===== src/rtl/s444_bist_pkg.sv =====
// Shared definitions for the s444 BIST controller.
// Holds the controller state encoding, the 16-bit LFSR/MISR feedback taps
// (x^16 + x^14 + x^13 + x^11, taken from bits 15,13,12,10), the default
// pattern seed, the response width and the bit position of each s444
// primary output inside the packed RESP word.
package s444_bist_pkg;

    typedef enum logic [2:0] {
        ST_IDLE,
        ST_INIT,
        ST_RUN,
        ST_FLUSH,
        ST_DONE
    } state_t;

    localparam logic [15:0] LFSR_TAPS    = 16'hB400;
    localparam logic [15:0] DEFAULT_SEED = 16'hACE1;

    localparam int unsigned RESP_W    = 6;
    localparam int unsigned RESP_G107 = 0;
    localparam int unsigned RESP_G108 = 1;
    localparam int unsigned RESP_G118 = 2;
    localparam int unsigned RESP_G119 = 3;
    localparam int unsigned RESP_G167 = 4;
    localparam int unsigned RESP_G168 = 5;

    // One left shift of the Fibonacci register; feedback is the XOR of the taps.
    function automatic logic [15:0] lfsr_step(input logic [15:0] v);
        return {v[14:0], ^(v & LFSR_TAPS)};
    endfunction

endpackage


===== src/rtl/bist_lfsr16.sv =====
// 16-bit Fibonacci shift register used both as the pattern generator and
// as the response compactor (MISR).
// Ports:
//   clk, rst_n  clock and asynchronous active-low reset (reset to RESET_VAL)
//   load        parallel load of load_val (wins over shift_en)
//   shift_en    advance one step, XORing xor_in into the shifted value
//   xor_in      parallel compaction input (tie to zero for a plain LFSR)
//   q           current register contents
module bist_lfsr16
    import s444_bist_pkg::*;
#(
    parameter logic [15:0] RESET_VAL = '0
) (
    input  logic        clk,
    input  logic        rst_n,
    input  logic        load,
    input  logic [15:0] load_val,
    input  logic        shift_en,
    input  logic [15:0] xor_in,
    output logic [15:0] q
);

    always_ff @(posedge clk or negedge rst_n) begin
        if (!rst_n) begin
            q <= RESET_VAL;
        end else if (load) begin
            q <= load_val;
        end else if (shift_en) begin
            q <= lfsr_step(q) ^ xor_in;
        end
    end

endmodule


===== src/rtl/s444_bist_ctrl.sv =====
// BIST controller for the s444 benchmark.
// Drives G0/G1/G2 from a pseudo-random pattern LFSR, compacts the six
// registered s444 outputs into a 16-bit MISR and compares the final
// signature against GOLDEN_SIG.
// Ports:
//   CLOCK, RESET_N      clock shared with the s444 instance, async active-low reset
//   START               one-cycle pulse; starts a test from IDLE or DONE
//   DUT_G0..DUT_G2      registered drive of the benchmark primary inputs
//   RESP                {G168,G167,G119,G118,G108,G107} from the benchmark
//   BUSY, DONE          status (BUSY covers INIT, RUN and FLUSH)
//   PASS                final signature matched; only meaningful while DONE
//   SIGNATURE           live MISR contents
module s444_bist_ctrl
    import s444_bist_pkg::*;
#(
    parameter int unsigned PATTERN_COUNT = 1024,
    parameter int unsigned INIT_CYCLES   = 4,
    parameter logic [15:0] LFSR_SEED     = DEFAULT_SEED,
    parameter logic [15:0] GOLDEN_SIG    = 16'h0000
) (
    input  logic              CLOCK,
    input  logic              RESET_N,
    input  logic              START,
    output logic              DUT_G0,
    output logic              DUT_G1,
    output logic              DUT_G2,
    input  logic [RESP_W-1:0] RESP,
    output logic              BUSY,
    output logic              DONE,
    output logic              PASS,
    output logic [15:0]       SIGNATURE
);

    localparam int unsigned CW        = $clog2(PATTERN_COUNT + 1);
    localparam logic [CW-1:0] PAT_LAST  = CW'(PATTERN_COUNT - 1);
    localparam logic [7:0]    INIT_LAST = 8'(INIT_CYCLES - 1);

    state_t          state, state_nx;
    logic [7:0]      init_cnt;
    logic [CW-1:0]   pat_cnt;
    logic            start_run;
    logic            pat_shift;
    logic            cap_en;
    logic [15:0]     pat;
    logic [15:0]     resp_word;
    logic [15:0]     misr_final;

    assign start_run = START && (state == ST_IDLE || state == ST_DONE);
    assign resp_word = {{(16 - RESP_W){1'b0}}, RESP};
    // MISR value after the last capture, which happens on the FLUSH edge itself.
    assign misr_final = lfsr_step(SIGNATURE) ^ resp_word;

    // The pattern register runs one step ahead of the drive flops: the drive
    // for RUN cycle k is latched from pat while pat advances to pattern k+1.
    assign pat_shift = (state_nx == ST_RUN);

    always_comb begin
        state_nx = state;
        unique case (state)
            ST_IDLE, ST_DONE: if (START) state_nx = ST_INIT;
            ST_INIT:          if (init_cnt == INIT_LAST) state_nx = ST_RUN;
            ST_RUN:           if (pat_cnt == PAT_LAST) state_nx = ST_FLUSH;
            ST_FLUSH:         state_nx = ST_DONE;
            default:          state_nx = ST_IDLE;
        endcase
    end

    always_ff @(posedge CLOCK or negedge RESET_N) begin
        if (!RESET_N) begin
            state <= ST_IDLE;
        end else begin
            state <= state_nx;
        end
    end

    always_ff @(posedge CLOCK or negedge RESET_N) begin
        if (!RESET_N) begin
            init_cnt <= '0;
            pat_cnt  <= '0;
        end else if (start_run) begin
            init_cnt <= '0;
            pat_cnt  <= '0;
        end else begin
            if (state == ST_INIT) init_cnt <= init_cnt + 8'd1;
            if (state == ST_RUN)  pat_cnt  <= (state_nx == ST_FLUSH) ? '0 : pat_cnt + CW'(1);
        end
    end

    always_ff @(posedge CLOCK or negedge RESET_N) begin
        if (!RESET_N) begin
            DUT_G0 <= 1'b1;
            DUT_G1 <= 1'b0;
            DUT_G2 <= 1'b0;
            BUSY   <= 1'b0;
            DONE   <= 1'b0;
            PASS   <= 1'b0;
            cap_en <= 1'b0;
        end else begin
            // Response lags the drive by one cycle, so capture trails RUN by one.
            cap_en <= (state == ST_RUN);
            BUSY   <= (state_nx == ST_INIT) || (state_nx == ST_RUN) || (state_nx == ST_FLUSH);
            DONE   <= (state_nx == ST_DONE);
            if (pat_shift) begin
                DUT_G0 <= &pat[2:0];
                DUT_G1 <= pat[3];
                DUT_G2 <= pat[4];
            end else begin
                DUT_G0 <= 1'b1;
                DUT_G1 <= 1'b0;
                DUT_G2 <= 1'b0;
            end
            if (state == ST_FLUSH) begin
                PASS <= (misr_final == GOLDEN_SIG);
            end else if (start_run) begin
                PASS <= 1'b0;
            end
        end
    end

    bist_lfsr16 #(.RESET_VAL(LFSR_SEED)) u_pattern (
        .clk      (CLOCK),
        .rst_n    (RESET_N),
        .load     (start_run),
        .load_val (LFSR_SEED),
        .shift_en (pat_shift),
        .xor_in   (16'h0000),
        .q        (pat)
    );

    bist_lfsr16 #(.RESET_VAL(16'h0000)) u_misr (
        .clk      (CLOCK),
        .rst_n    (RESET_N),
        .load     (start_run),
        .load_val (16'h0000),
        .shift_en (cap_en),
        .xor_in   (resp_word),
        .q        (SIGNATURE)
    );

endmodule


===== config.mk =====
export PLATFORM = sky130hd
export DESIGN_NAME = s444_bist_ctrl
export DESIGN_NICKNAME = d
export VERILOG_FILES = /design/src/rtl/s444_bist_pkg.sv /design/src/rtl/bist_lfsr16.sv /design/src/rtl/s444_bist_ctrl.sv
export SDC_FILE = /design/constraint.sdc
export NUM_CORES = 1
export LEC_CHECK = 0
export BUFFER_PORTS_ARGS = -buffer_cell sky130_fd_sc_hd__buf_2
export CAP_MARGIN = 5
export CORE_ASPECT_RATIO = 1.4
export CORE_MARGIN = 1
export CORE_UTILIZATION = 55
export CTS_BUF_LIST = sky130_fd_sc_hd__clkbuf_8
export DETAILED_ROUTE_END_ITERATION = 10
export GPL_TIMING_DRIVEN = 0
export PLACE_DENSITY_LB_ADDON = 0.12
export SLEW_MARGIN = 40
export SYNTH_ARGS = -nofsm -noshare
export SYNTH_HDL_FRONTEND = slang
export SYNTH_SLANG_ARGS = --single-unit

===== constraint.sdc =====
create_clock -name CLOCK -period 2.17 [get_ports CLOCK]
set_clock_uncertainty 0.1 [all_clocks]
set_input_delay 0.1085 -clock CLOCK [delete_from_list [all_inputs] [get_ports CLOCK]]
set_output_delay 0.1085 -clock CLOCK [all_outputs]
set_load 0.03 [all_outputs]

Word-level counts from Yosys, hierarchy flattened --
Cells that the tools add are included.
Operators by class: add/subtract/negate cells 2, multiply operators 0, divide/modulo/power cells 0, magnitude comparators 0, equality and inequality tests 10, shift-type cells 0, muxes and demuxes 18, bitwise logic cells 1, reductions and logical operators 15
Operators with widths (number):
- two-way mux 16 bit | 4
- two-way mux 11 bit | 3
- parity 16 bit | 2
- zero test 16 bit | 1
- two-way mux 8 bit | 2
- bitwise XOR 16 x 6 -> 16 bit | 1
- == test 3 x 2 -> 1 bit, second input constant | 4
- case mux 3 bit (4 select lines) | 1
- adder 11 x 1 -> 11 bit, second input constant | 1
- == test 11 x 10 -> 1 bit, second input constant | 1
- nonzero test 2 bit | 5
- two-way mux 3 bit | 3
- adder 8 x 1 -> 8 bit, second input constant | 1
- == test 8 x 2 -> 1 bit, second input constant | 1
- == test 3 x 1 -> 1 bit, second input constant | 2
- == test 3 bit, second input constant | 2
- two-way mux 1 bit | 5
- zero test 3 bit | 1
- logical OR 1 bit | 3
- AND reduction 3 bit | 1
- OR reduction 2 bit | 1
- logical AND 1 bit | 1
Storage, ports and cells: register bits 61, bits in latches 0, memory bits (writable) 0, memory bits (read-only) 0, output and inout port bits 22, word-level logic and storage cells 58, memories 0

Longest topological paths before layout --
depth in word-level cells 7, depth in mapped cells 8, depth with buffers taken out 6

By module --
Synthesis repeated with hierarchy kept, for this count alone.
Unflattened totals: cells, all modules 330, area total of the unflattened synthesis 3354.5 um^2
By module, submodules not included:
- s444_bist_ctrl | times used 1, cells each 154, area each 1524.0 um^2, seq. area each 726.9 um^2
- bist_lfsr16 (u_pattern) | times used 1, cells each 88, area each 919.6 um^2, seq. area each 410.4 um^2
- bist_lfsr16 (u_misr) | times used 1, cells each 88, area each 910.9 um^2, seq. area each 400.4 um^2

Worst setup path before layout --
OpenSTA, ideal clock, no wires.
kind register to register, from register state[0], to register u_pattern.q[14], arrival time 1911 ps, required time 1945 ps, slack 34 ps, cell stages (with the launch flop) 6, period minus slack after synthesis 2136 ps, path through dfrtp_1 > or3b_1 > buf_6 > or4_4 > nand3_4 > mux2_4
Between the ends: cells in the longest elaborated chain, start to end 5
RTL lines:
- from (decl) | RTL line s444_bist_ctrl.sv:38 | state_t state, state_nx;
- from (signal assigned) | RTL line s444_bist_ctrl.sv:72 | state <= state_nx;
- == test 3 bit / zero test 3 bit (equally long branches) | RTL line s444_bist_ctrl.sv:48, s444_bist_ctrl.sv:59
- OR reduction 2 bit | RTL line s444_bist_ctrl.sv:59 | unique case (state)
- case mux 3 bit (4 select lines) | RTL line s444_bist_ctrl.sv:59
- == test 3 x 2 -> 1 bit | RTL line s444_bist_ctrl.sv:55 | assign pat_shift = (state_nx == ST_RUN);
- nonzero test 2 bit (no source line)
- to (signal assigned) | RTL line bist_lfsr16.sv:27 | q <= load_val;
- to (signal assigned) | RTL line bist_lfsr16.sv:29 | q <= lfsr_step(q) ^ xor_in;
- to (decl) | RTL line bist_lfsr16.sv:20 | output logic [15:0] q
Parallel ways exist; a longest one is shown, timed or not. A chain may end at the register's enable or synchronous reset.

Worst setup path in the final report --
from register state[2], to register u_pattern.q[1]
The elaborated chain is that of the path after synthesis.

==> flow_summary_export.csv <==
group,metric,value,unit
route,drtPass1Iterations,4,
setup_path,required,2.30,ns
place,dp_hpwl,3746,microns
setup_path,critical_path_class,"flip-flop to flip-flop",
setup_path,worst-path-max-fanout,9,
clock_tree,cts_buffers,9,
cells_and_area,fin_nets,327,
clock_tree,clk_latency,0.34,ns
synthesis,ys_warn_count,0,
setup_path,cp.arrival,2.27,ns
setup_path,ff2ff_path_depth,5,
floorplanning,core-area,4917,sq um
route,postRouteAntennaNets,0,
synthesis,synthCells,266,
synthesis,synth_nets,277,
timing,rsz0062_at_grt,"true",
synthesis,synth_edf_count,0,
timing,timing.fmax,467.8,MHz
pwr,powerDensity,1232,nW/um^2
worst_hold_path,hold_class,"primary input to flip-flop",
global_route,antenna_found_initial,0,
route,vias,2184,
global_route,grt_first_pass_wirelength,9673,microns
route,via_per_inst,5.673,
route,drt-initial-drc-count,177,
floorplanning,fp.dieW,62.99,microns
floorplanning,ios,31,
clock_tree,clockBufferDepth,2,
clock_tree,cts_root_buf,"clkbuf_8",
setup_path,rrSetupSlack,0.03,ns
synthesis,syn_area,2864,sq um
setup_path,worstSetupStartpoint,"state[2]",
synthesis,syn_avg_cell_area,10.77,sq um
global_route,overflow,0,
place,numPortBuffers,30,
clock_tree,h-tree-depth,3,
timing,fin_tns_setup,0,ns
timing,worst_pin_slew,0.6840,ns
floorplanning,die_y,87.38,microns
timing,fin_crit_sh,0.9851,
timing,hold_viol_final,0,
synthesis,ys.flop_type,"dfrtp_1",
setup_path,critPathLaunchType,"flip-flop",
synthesis,ys_types,42,
route,drc,0,
setup_path,reg2reg_to,"u_pattern.q[1]",
job,drv_cap,0,
synthesis,ys_seq_area_frac,0.5369,
clock_tree,clk_pin_slew,0.07,ns
floorplanning,die_area,5504,sq um
status,status,"finished clean",
synthesis,ys_async_sr_fraction,1.000,
global_route,grt_max_degree,62,
timing,fin_crit,2.138,ns
setup_path,timing.rr.start,"state[2]",
clock_tree,cts.sinks,61,
timing,slew_violations,0,
floorplanning,num_rows,30,
global_route,track_usage,0.2286,
timing,setup_viol,0,
place,place.gp.congestion,0.8290,
synthesis,synth_seq_cells,61,
cells_and_area,drive_gt1_frac,0.2523,
global_route,grt_pass1_vias,2163,
setup_path,endpoint_kind,"flip-flop",
clock_tree,cts_tree,"built",
cells_and_area,area_growth_syn_to_layout,18.48,%
route,wl_per_cell,14.72,microns
pwr,p_leak,1.625,nW
pwr,fin_total_pwr,4.181,mW
setup_path,cp-endpoint,"u_pattern.q[1]",
route,totalWireLength,5666,microns
pwr,max-vdd-ir-drop,0.6133,mV
timing,max_slew_margin,0.5440,
floorplanning,start_util,0.5824,
cells_and_area,num_antenna_cells,0,
## what timing repair did
item | 4_1_cts | 5_1_grt
setup buffers | 5 | 1
endpoints found under the hold margin | 54 | 0
endpoints found under the setup margin | 12 | 39
cloned | 0 | 2
hold buffers | 2 | 0
gates resized for setup | 1 | 9
pin swaps | 1 | 4
## cells by family after synthesis
logic type / share of synthesized area
compound gates: 0.08563
xor+xnor: 0.06116
fa+ha+maj: 0.008736
buf+inv: 0.03538
flops: 0.5369
mux: 0.08781
simple gates: 0.1844
## worst min path at each step
stage,startpoint,to,slack (ns),cells past startpoint
floorplan,RESET_N,BUSY,-0.29,0
global placement,START,DONE,0.31,3
detailed placement,RESET_N,u_misr.q[9],0.13,1
CTS,RESP[4],u_misr.q[4],0.04,4
global route,RESP[4],u_misr.q[4],0.09,4
finish,RESP[4],u_misr.q[4],0.05,4
## cell usage after synthesis, types with 8 or more instances
master,number,share of area
xnor2_1,9,0.028
mux2i_1,21,0.073
nand4_1,8,0.017
dfstp_2,9,0.083
o21ai_0,11,0.019
clkbuf_1,11,0.014
nand2_1,14,0.018
dfrtp_1,52,0.45
nor2_1,40,0.052
xor2_1,11,0.034
inv_1,9,0.012
nor4_1,9,0.020
## metal layers
| layer | wire length, microns | global-route usage | vias up | share of wire |
|---|---|---|---|---|
| met5 | 0 | 0 | - | 0 |
| met4 | 133 | 0.1311 | 0 | 0.023 |
| met3 | 163 | 0.03010 | 10 | 0.029 |
| met2 | 2860 | 0.4027 | 41 | 0.50 |
| met1 | 2509 | 0.2656 | 1087 | 0.44 |
| li1 | - | - | 1046 | - |
## metrics by stage
stage	hold WS, ns	util	instance area (sq um)	instances	setup slack [ns]
after floorplan	-0.2871	-	2864	266	0.03443
after CTS	0.04189	0.6789	3338	383	0.0009985
after global placement	0.3063	0.6293	3094	360	-0.06829
after detailed placement	0.1288	0.6298	3097	360	-0.05895
after global routing	0.08714	0.6901	3393	385	-0.03629
final	0.05186	0.6901	3393	385	0.03223
## power by group
part | switching [mW] | internal [mW]
Clock | 0.425 | 0.466
Combinational | 0.969 | 0.660
Sequential | 0.201 | 1.46
## area by class of cell
type,instances,area [sq um]
sequential,61,1538
fill,378,1524
multi-input combinational,183,1262
timing repair buffer,39,236.5
clock buffer,11,151.4
tap,64,80.08
buffer,12,61.31
inverter,10,37.54
clock inverter,5,26.28
## state kept, by name, summed over array words and instances, names as in the netlist, 3 cells and up
register     count
u_misr.q        16
u_pattern.q     16
init_cnt         8
pat_cnt         11
state            3
## cell usage in the layout, fill, tap and decap left out, types with 10 or more instances in the layout
master    count
dfrtp_1      52
nor2_1       40
buf_2        29
mux2i_1      21
nand2_1      14
o21ai_0      11
xor2_1       11
clkbuf_8     11
inv_1        10
## critical path, cell delays in order (launching register included)
cell	delay, ns
dfrtp_1	0.38
or3b_4	0.39
buf_6	0.15
or4_4	0.56
nand3_4	0.15
mux2_4	0.31
(Power assumes the default switching activity.)
